--- src/rtl/axis_stall_detector.sv ---
// axis_stall_detector: watches the tvalid/tready pairs of several AXI-Stream
// channels and raises a debounced per-channel "blocked" flag after THRESH
// consecutive stall cycles. It also reports the cause of each block and
// latches the lowest-index channel that blocked first.
// Optional macro AXIS_STALL_CNT_EN adds a 16-bit saturating stall-cycle
// counter per channel. The counters are read through cnt_sel/cnt_rd.
module axis_stall_detector #(
    parameter int              N_CH     = 2,
    parameter int              THRESH   = 16,
    parameter logic [N_CH-1:0] DIR_MASK = N_CH'(2'b01),
    parameter int              IDX_W    = 5
) (
    input  logic                clock,
    input  logic                reset,
    input  logic [N_CH-1:0]     ch_tvalid,
    input  logic [N_CH-1:0]     ch_tready,
    input  logic                clear_sticky,
`ifdef AXIS_STALL_CNT_EN
    input  logic [IDX_W-1:0]    cnt_sel,
    output logic [15:0]         cnt_rd,
`endif
    output logic [N_CH-1:0]     axis_block_sigs,
    output logic [2*N_CH-1:0]   axis_block_info,
    output logic                any_block,
    output logic                first_valid,
    output logic [IDX_W-1:0]    first_idx
);

    localparam int CNT_W = $clog2(THRESH + 1);

    typedef enum logic [1:0] {RUN, PEND, BLOCKED} state_t;

    state_t             state_q [N_CH];
    state_t             state_d [N_CH];
    logic [CNT_W-1:0]   cnt_q   [N_CH];
    logic [CNT_W-1:0]   cnt_d   [N_CH];
    logic [N_CH-1:0]    stall;
    logic [N_CH-1:0]    entering;
    logic [N_CH-1:0]    flag_d;
    logic [N_CH-1:0]    flag_q;
    logic [2*N_CH-1:0]  info_d;
    logic [2*N_CH-1:0]  info_q;
    logic               first_valid_d;
    logic               first_valid_q;
    logic [IDX_W-1:0]   first_idx_d;
    logic [IDX_W-1:0]   first_idx_q;
    logic [IDX_W-1:0]   first_pick;

    // Per-channel stall detection and RUN/PEND/BLOCKED next-state logic.
    // The count is parked at THRESH while BLOCKED, so it never re-triggers an entry.
    always_comb begin
        for (int i = 0; i < N_CH; i++) begin
            stall[i]    = DIR_MASK[i] ? (ch_tready[i] & ~ch_tvalid[i])
                                      : (ch_tvalid[i] & ~ch_tready[i]);
            state_d[i]  = state_q[i];
            cnt_d[i]    = cnt_q[i];
            entering[i] = 1'b0;
            if (!stall[i]) begin
                state_d[i] = RUN;
                cnt_d[i]   = '0;
            end else begin
                case (state_q[i])
                    BLOCKED: begin
                        state_d[i] = BLOCKED;
                    end
                    default: begin
                        if (cnt_q[i] == CNT_W'(THRESH - 1)) begin
                            state_d[i]  = BLOCKED;
                            cnt_d[i]    = CNT_W'(THRESH);
                            entering[i] = 1'b1;
                        end else begin
                            state_d[i] = PEND;
                            cnt_d[i]   = cnt_q[i] + CNT_W'(1);
                        end
                    end
                endcase
            end
            flag_d[i]         = (state_d[i] == BLOCKED);
            info_d[2*i +: 2]  = flag_d[i] ? (DIR_MASK[i] ? 2'b01 : 2'b10) : 2'b00;
        end
    end

    // The first-block latch picks the lowest entering index. A clear that arrives on the same edge as a new entry keeps the latch set.
    always_comb begin
        first_pick = '0;
        for (int i = N_CH - 1; i >= 0; i--) begin
            if (entering[i]) begin
                first_pick = IDX_W'(i);
            end
        end
        first_valid_d = first_valid_q;
        first_idx_d   = first_idx_q;
        if ((|entering) && (!first_valid_q || clear_sticky)) begin
            first_valid_d = 1'b1;
            first_idx_d   = first_pick;
        end else if (clear_sticky) begin
            first_valid_d = 1'b0;
            first_idx_d   = '0;
        end
    end

    // State, counters, flags, cause info and the first-block latch are all registered here.
    always_ff @(posedge clock) begin
        if (reset) begin
            for (int i = 0; i < N_CH; i++) begin
                state_q[i] <= RUN;
                cnt_q[i]   <= '0;
            end
            flag_q        <= '0;
            info_q        <= '0;
            first_valid_q <= 1'b0;
            first_idx_q   <= '0;
        end else begin
            for (int i = 0; i < N_CH; i++) begin
                state_q[i] <= state_d[i];
                cnt_q[i]   <= cnt_d[i];
            end
            flag_q        <= flag_d;
            info_q        <= info_d;
            first_valid_q <= first_valid_d;
            first_idx_q   <= first_idx_d;
        end
    end

    assign axis_block_sigs = flag_q;
    assign axis_block_info = info_q;
    assign any_block       = |flag_q;
    assign first_valid     = first_valid_q;
    assign first_idx       = first_idx_q;

`ifdef AXIS_STALL_CNT_EN
    logic [15:0] total_q [N_CH];
    logic [15:0] rd_d;

    // Total stall-cycle counters saturate at 16'hFFFF. Transfers do not clear them. Only reset or clear_sticky does.
    always_ff @(posedge clock) begin
        if (reset || clear_sticky) begin
            for (int i = 0; i < N_CH; i++) begin
                total_q[i] <= '0;
            end
        end else begin
            for (int i = 0; i < N_CH; i++) begin
                if (stall[i] && (total_q[i] != 16'hFFFF)) begin
                    total_q[i] <= total_q[i] + 16'd1;
                end
            end
        end
    end

    // Read mux. A select that matches no channel returns zero.
    always_comb begin
        rd_d = '0;
        for (int i = 0; i < N_CH; i++) begin
            if (cnt_sel == IDX_W'(i)) begin
                rd_d = total_q[i];
            end
        end
    end

    // Register the selected counter so that a read takes one cycle.
    always_ff @(posedge clock) begin
        if (reset) begin
            cnt_rd <= '0;
        end else begin
            cnt_rd <= rd_d;
        end
    end
`endif

endmodule
--- config.mk ---
export PLATFORM = sky130hd
export DESIGN_NAME = axis_stall_detector
export DESIGN_NICKNAME = d
export VERILOG_FILES = /design/src/rtl/axis_stall_detector.sv
export SDC_FILE = /design/constraint.sdc
export NUM_CORES = 1
export LEC_CHECK = 0
export ABC_CLOCK_PERIOD_IN_PS = 1600
export CELL_PAD_IN_SITES_DETAIL_PLACEMENT = 1
export CELL_PAD_IN_SITES_GLOBAL_PLACEMENT = 2
export CORE_MARGIN = 2
export CORE_UTILIZATION = 32
export CTS_CLUSTER_SIZE = 25
export DETAILED_ROUTE_END_ITERATION = 10
export DONT_BUFFER_PORTS = 1
export PLACE_DENSITY_LB_ADDON = 0.08
export REMOVE_ABC_BUFFERS = 1
export SYNTH_ARGS = -nofsm -noshare
export SYNTH_HDL_FRONTEND = slang
export SYNTH_SLANG_ARGS = --single-unit
export TNS_END_PERCENT = 1
--- constraint.sdc ---
create_clock -name clock -period 1.6 [get_ports clock]
set_input_delay 0.4 -clock clock [delete_from_list [all_inputs] [get_ports clock]]
set_output_delay 0.4 -clock clock [all_outputs]
set_load 0.005 [all_outputs]
==> metrics, run 1 <==
worst vdd ir 0.000643 V; worst path required time 1830 ps; root buf cell clkbuf_4; Nets 116; cell taking the most area after synthesis dfxtp_1; vias 660; crit share post-route 97.8%; Area Growth Syn to Fin 16.6%; core region area 0.00254 mm²; Final GP Congestion 0.692; Synth Area in Adders 5.72%; Pleak 0.376 nW; Max clock buf depth 2; number of fill cells 305; top post-synthesis cells by count 18 x dfxtp_1, 11 x nor2_1, 8 x a21oi_1, 8 x buf_4, 5 x nand2_1; Synth Cell Area 875 µm²; wire length per cell 12.7 µm; All-Layer GR Usage 11.7%; I/O Pins 20; CP delay by family, top simple AND/OR/NAND/NOR gates; fmax 639 MHz; crit-path max FO 4; row count 18; most frequent cell after synthesis dfxtp_1; async set or reset register ratio after synthesis 0%; CP cell instances ha_2, and3_4, ha_4, or4b_4, a21oi_2; initial antenna violation count 0; Top FF cell, synth dfxtp_1; first-pass GRT wire length 2920 µm; main combinational cell family by area after synthesis simple AND/OR/NAND/NOR gates; Die Y 56.3 µm; Clock transition at path regs 100 ps; final setup TNS 0 ps; share of the synthesized area in the top cell type 41.2%; Finished Cell Area 0.00102 mm²; max-cap violation count 0; crit path launch type flop; number of distinct library cells after synthesis 33; Routed WL 1710 µm; clk_lat worst skew 290 ps; Initial DRC Count 4; register bit count reported by yosys 18; worst min path class in2reg; cts bufs inserted 3; die footprint 0.00317 mm²; post-synthesis compound-gate area fraction 13.0%; CTS tree done; RSZ-0062 raised after global routing yes; layout cells sized above 1 32.7%; Critical Path AT 1800 ps; status complete, no violations; CP Capture Type flop; sequential area share after synthesis 41.2%; Post-Synth Simple-Gate Area 27.5%; number of flops mapped to enable cells by yosys 0; largest net degree at the start of global routing 11; Slew Limit Fails 0; Initial Util 34.4%; Post-Syn Instances 97; Remaining DRCs 0; minimum clock period 1560 ps; placed wire-length estimate 1260 µm; crit path max-delay cell type or4b_4; crit-path max cell delay 530 ps; largest cells by area after synthesis dfxtp_1 41%, buf_4 6.9%, ha_1 5.7%; number of port buffers 0; antenna cells 0; Initial DRT Pass Iterations 4; PwrDens 749 mW/mm²; setup bufs post-CTS 0; Mapped Avg Cell Area 9.02 µm²; xor/xnor share of the synthesized area 0%; clock skew 0.697 ps; vias in the first global route 699; sum of buffers and inverters on the critical path 0; clock net sink count 18; Die Width 56.3 µm; Worst Setup Path Type reg2reg; # H-tree levels 1; multiplexer area fraction after synthesis 0%; ANT nets after route 0; Area after DPL 918 µm²; endpoints failing hold 0; endpoints failing setup 0; vias per cell 4.93; Synthesis Warnings 0; GR Overflow Total 0
-- per-layer routing --
metal  part of all wire, %  up-vias  global-route usage [%]
met5                     0        -                       0
li1                      -      334                       -
met1                    52      304                    15.8
met4                  0.88        0                    3.06
met2                    40       20                    16.8
met3                   7.0        2                    5.30
-- final timing paths --
check	start	end	slack, ps	depth (start not counted)
worst max-delay path	cnt_q[0][0]	cnt_q[0][2]	40	5
worst min-delay path	reset	first_valid	200	1
worst max register to register	cnt_q[0][0]	cnt_q[0][2]	40	5
worst min register to register	cnt_q[0][4]	cnt_q[0][4]	520	2
-- metrics by stage --
step	total power (W)	utilization [%]	worst slack (ps)	hold slack, ps	instances
5_1_grt	0.000801	40.1	-21.5	190	134
2_1_floorplan	0.000483	-	-46.9	457	89
3_3_place_gp	0.000492	36.1	-46.9	478	130
3_5_place_dp	0.000493	36.1	-64.0	487	130
6_report	0.000764	40.1	35.9	203	134
4_1_cts	0.000776	38.4	-6.86	191	134
-- placed cells by master, fill, tap and decap left out --
cell type,n
conb_1,6
a31oi_1,2
nand4b_1,1
nor2b_4,2
ha_4,2
or4_4,1
nor2b_1,1
buf_4,11
a32oi_1,1
nor2_1,11
or2b_1,1
nand3b_1,1
o21ai_0,4
dfxtp_1,16
or3_1,2
a32o_1,1
or4_1,1
a21oi_1,5
nand3_1,2
nand2b_1,1
nor3b_2,1
nand2_1,5
or3b_1,1
ha_2,2
or2b_2,1
a21oi_2,3
a211oi_1,2
o21bai_1,1
inv_1,3
nor3_1,2
or4b_4,2
clkbuf_8,1
or2_2,1
and3_4,2
dfxtp_2,2
clkbuf_4,3
-- worst register-to-register path: cells and delay by family, from the launching register on --
kind / cells / cell delay, ps
simple gates: 2 / 700
fa+ha+maj: 2 / 340
compound gates: 1 / 140
flops: 1 / 340
-- cell type report --
| class | instances | area, µm² | share of cell area [%] |
|---|---|---|---|
| well taps | 30 | 37.5 | 3.68 |
| repair buffers | 11 | 82.6 | 8.10 |
| flip-flops and latches | 18 | 363 | 35.6 |
| clock buffers | 4 | 36.3 | 3.56 |
| multi-input cells | 68 | 489 | 48.0 |
| inverters | 3 | 11.3 | 1.10 |
-- cells by family (layout without fill, tap and decap cells) --
family,Yosys count,after routing
other,1,6
DFF,18,18
buffers and inverters,16,18
AOI/OAI and AO/OA,19,19
adders and majority gates,4,4
and+or+nand+nor,39,39
-- report_power, final --
group          internal [W]  switching (W)  leakage (nW)
Clock              0.000139       0.000141        0.0210
Sequential         0.000453     0.00000359         0.146
Combinational     0.0000112      0.0000162         0.209
Total              0.000603       0.000161         0.376
-- sequential cells by signal (all words and copies together), names as in the netlist --
name and count:
cnt_q 10, state_q 4, axis_block_info 2, first_idx 1, first_valid 1
-- timing repair --
action                     in CTS  in global routing
pin swaps                       3                  7
hold buffers                    0                  0
gates resized for setup         6                 10
setup endpoints to repair       6                  6
(Power assumes the default switching activity.)
==> inputs of run 2 (changes only) <==
--- a/config.mk
+++ b/config.mk
@@ -13,9 +13,9 @@
 export CTS_CLUSTER_SIZE = 25
 export DETAILED_ROUTE_END_ITERATION = 10
 export DONT_BUFFER_PORTS = 1
-export PLACE_DENSITY_LB_ADDON = 0.08
+export PLACE_DENSITY = 0.75
 export REMOVE_ABC_BUFFERS = 1
 export SYNTH_ARGS = -nofsm -noshare
 export SYNTH_HDL_FRONTEND = slang
 export SYNTH_SLANG_ARGS = --single-unit
-export TNS_END_PERCENT = 1
+export TNS_END_PERCENT = 50
==> metrics, run 2 (synthesis results as in run 1) <==
CP Capture Type flop (unchanged); Final GP Congestion 0.729 (was 0.692); cts bufs inserted 3 (unchanged); CP cell instances ha_2, and3_4, ha_4, or4_1, a21oi_1 (was ha_2, and3_4, ha_4, or4b_4, a21oi_2); vias 674 (was 660); die footprint 0.00317 mm² (unchanged); vias in the first global route 686 (was 699); clock net sink count 18 (unchanged); worst path required time 1820 ps (was 1830 ps); fmax 639 MHz (about the same); worst vdd ir 0.000395 V (was 0.000643 V); Worst path depth 5 (unchanged); PwrDens 703 mW/mm² (was 749 mW/mm²); Routed WL 1780 µm (was 1710 µm); RSZ-0062 raised after global routing yes (unchanged); Initial DRT Pass Iterations 4 (unchanged); layout cells sized above 1 32.0% (was 32.7%); Critical Path AT 1780 ps (was 1800 ps); Initial Util 34.4% (unchanged); wire length per cell 13.4 µm (was 12.7 µm); setup ws final 36.0 ps (was 35.9 ps); CP delay by family, top simple AND/OR/NAND/NOR gates (unchanged); Initial DRC Count 9 (was 4); reg2reg end cnt_q[0][3] (was cnt_q[0][2]); Slew Limit Fails 0 (unchanged); Die Width 56.3 µm (unchanged); Largest Register cnt_q (unchanged); status complete, no violations (unchanged); largest net degree at the start of global routing 11 (unchanged); core region area 0.00254 mm² (unchanged); Worst Setup Path Type reg2reg (unchanged); worst hold slack 204 ps (was 203 ps); crit path max-delay cell type or4_1 (was or4b_4); Reg2Reg Setup Slack 40 ps (about the same); crit-path max cell delay 500 ps (was 530 ps); total power 0.000707 W (was 0.000764 W); endpoints failing setup 0 (unchanged); M3 GR Usage 3.23% (was 5.30%); I/O Pins 20 (unchanged); sum of buffers and inverters on the critical path 0 (unchanged); Max clock buf depth 2 (unchanged); crit-path max FO 4 (unchanged); All-Layer GR Usage 12.1% (was 11.7%); row count 18 (unchanged); Critical path origin cnt_q[0][0] (unchanged); RR Startpoint cnt_q[0][0] (unchanged); Area Growth Syn to Fin 15.0% (was 16.6%); GR Util met2 19.3% (was 16.8%); root buf cell clkbuf_4 (unchanged); pre-CTS setup slack -77.4 ps (was -64.0 ps); minimum clock period 1560 ps (about the same); placed wire-length estimate 1270 µm (was 1260 µm); Post-CTS Hold Buffers 0 (unchanged); GR Overflow Total 0 (unchanged); Nets 116 (unchanged); worst min path class in2reg (unchanged); endpoints failing hold 0 (unchanged); clk_lat worst skew 280 ps (was 290 ps); max reg flops 10 (unchanged); CP Capture Point cnt_q[0][3] (was cnt_q[0][2]); Pleak 0.369 nW (was 0.376 nW); number of port buffers 0 (unchanged); GR peak layer met2 (unchanged); vias per cell 5.07 (was 4.93); crit path launch type flop (unchanged); initial antenna violation count 0 (unchanged); Die Y 56.3 µm (unchanged); clock skew 0.871 ps (was 0.697 ps); reg2reg path depth 5 (unchanged); commonest cells after routing, fill and taps aside 16 x dfxtp_1, 11 x nor2_1, 11 x buf_4 (unchanged); crit share post-route 97.8% (about the same); # H-tree levels 1 (unchanged); CTS tree done (unchanged); max-cap violation count 0 (unchanged); Clock transition at path regs 100 ps (about the same); ANT nets after route 0 (unchanged); commonest non-fill, non-tap cell in the layout dfxtp_1 (unchanged); M1 GR Usage 15.3% (was 15.8%); antenna cells 0 (unchanged); first-pass GRT wire length 2970 µm (was 2920 µm); Remaining DRCs 0 (unchanged)
run 2: changes by cell type in the layout (fill, tap and decap cells not counted), sizes merged:
cell / previous run / this run
clkbuf: 4 / 3
run 2: how the worst min path moves through the flow:
stage	start	to	slack, ps	cells past startpoint
finish	reset	first_valid	200	1
global route	reset	first_valid	210	1
CTS	reset	first_valid	200	1
detailed placement	cnt_q[0][3]	cnt_q[0][3]	490	2
global placement	cnt_q[0][3]	cnt_q[0][3]	470	2
floorplan	cnt_q[0][3]	cnt_q[0][3]	460	2
run 2: what timing repair did:
item	in CTS	in global routing
pin swaps	3	2
buffers inserted	1	0
endpoints found under the setup margin	6	5
gates resized for setup	7	9
run 2: final cells by class:
cell class,instances,area [µm²]
fill,304,1540
multi-input combinational,68,489
sequential,18,363
timing repair buffer,11,82.6
tap,30,37.5
clock buffer,3,22.5
inverter,3,11.3
run 2: through the flow:
stage	TNS (ps)	instance area [µm²]	instances	util [%]
floorplan	-136	798	89	-
global route	-48.0	1010	133	39.5
finish	0	1010	133	39.5
detailed placement	-193	911	129	35.8
global placement	-44.9	911	129	35.8
CTS	0	966	133	38.0
run 2: metal layers:
layer  up-vias  share of wire [%]
met1       315                 47
met5         -                  0
met2        20                 47
li1        337                  -
met3         2                5.3
met4         0                1.1
run 2: report_power, final:
part           leakage (nW)  switching (W)  internal [W]  total (W)
Combinational         0.209      0.0000166     0.0000123  0.0000289
Sequential            0.146     0.00000352      0.000453   0.000456
Clock                0.0138       0.000134     0.0000873   0.000222
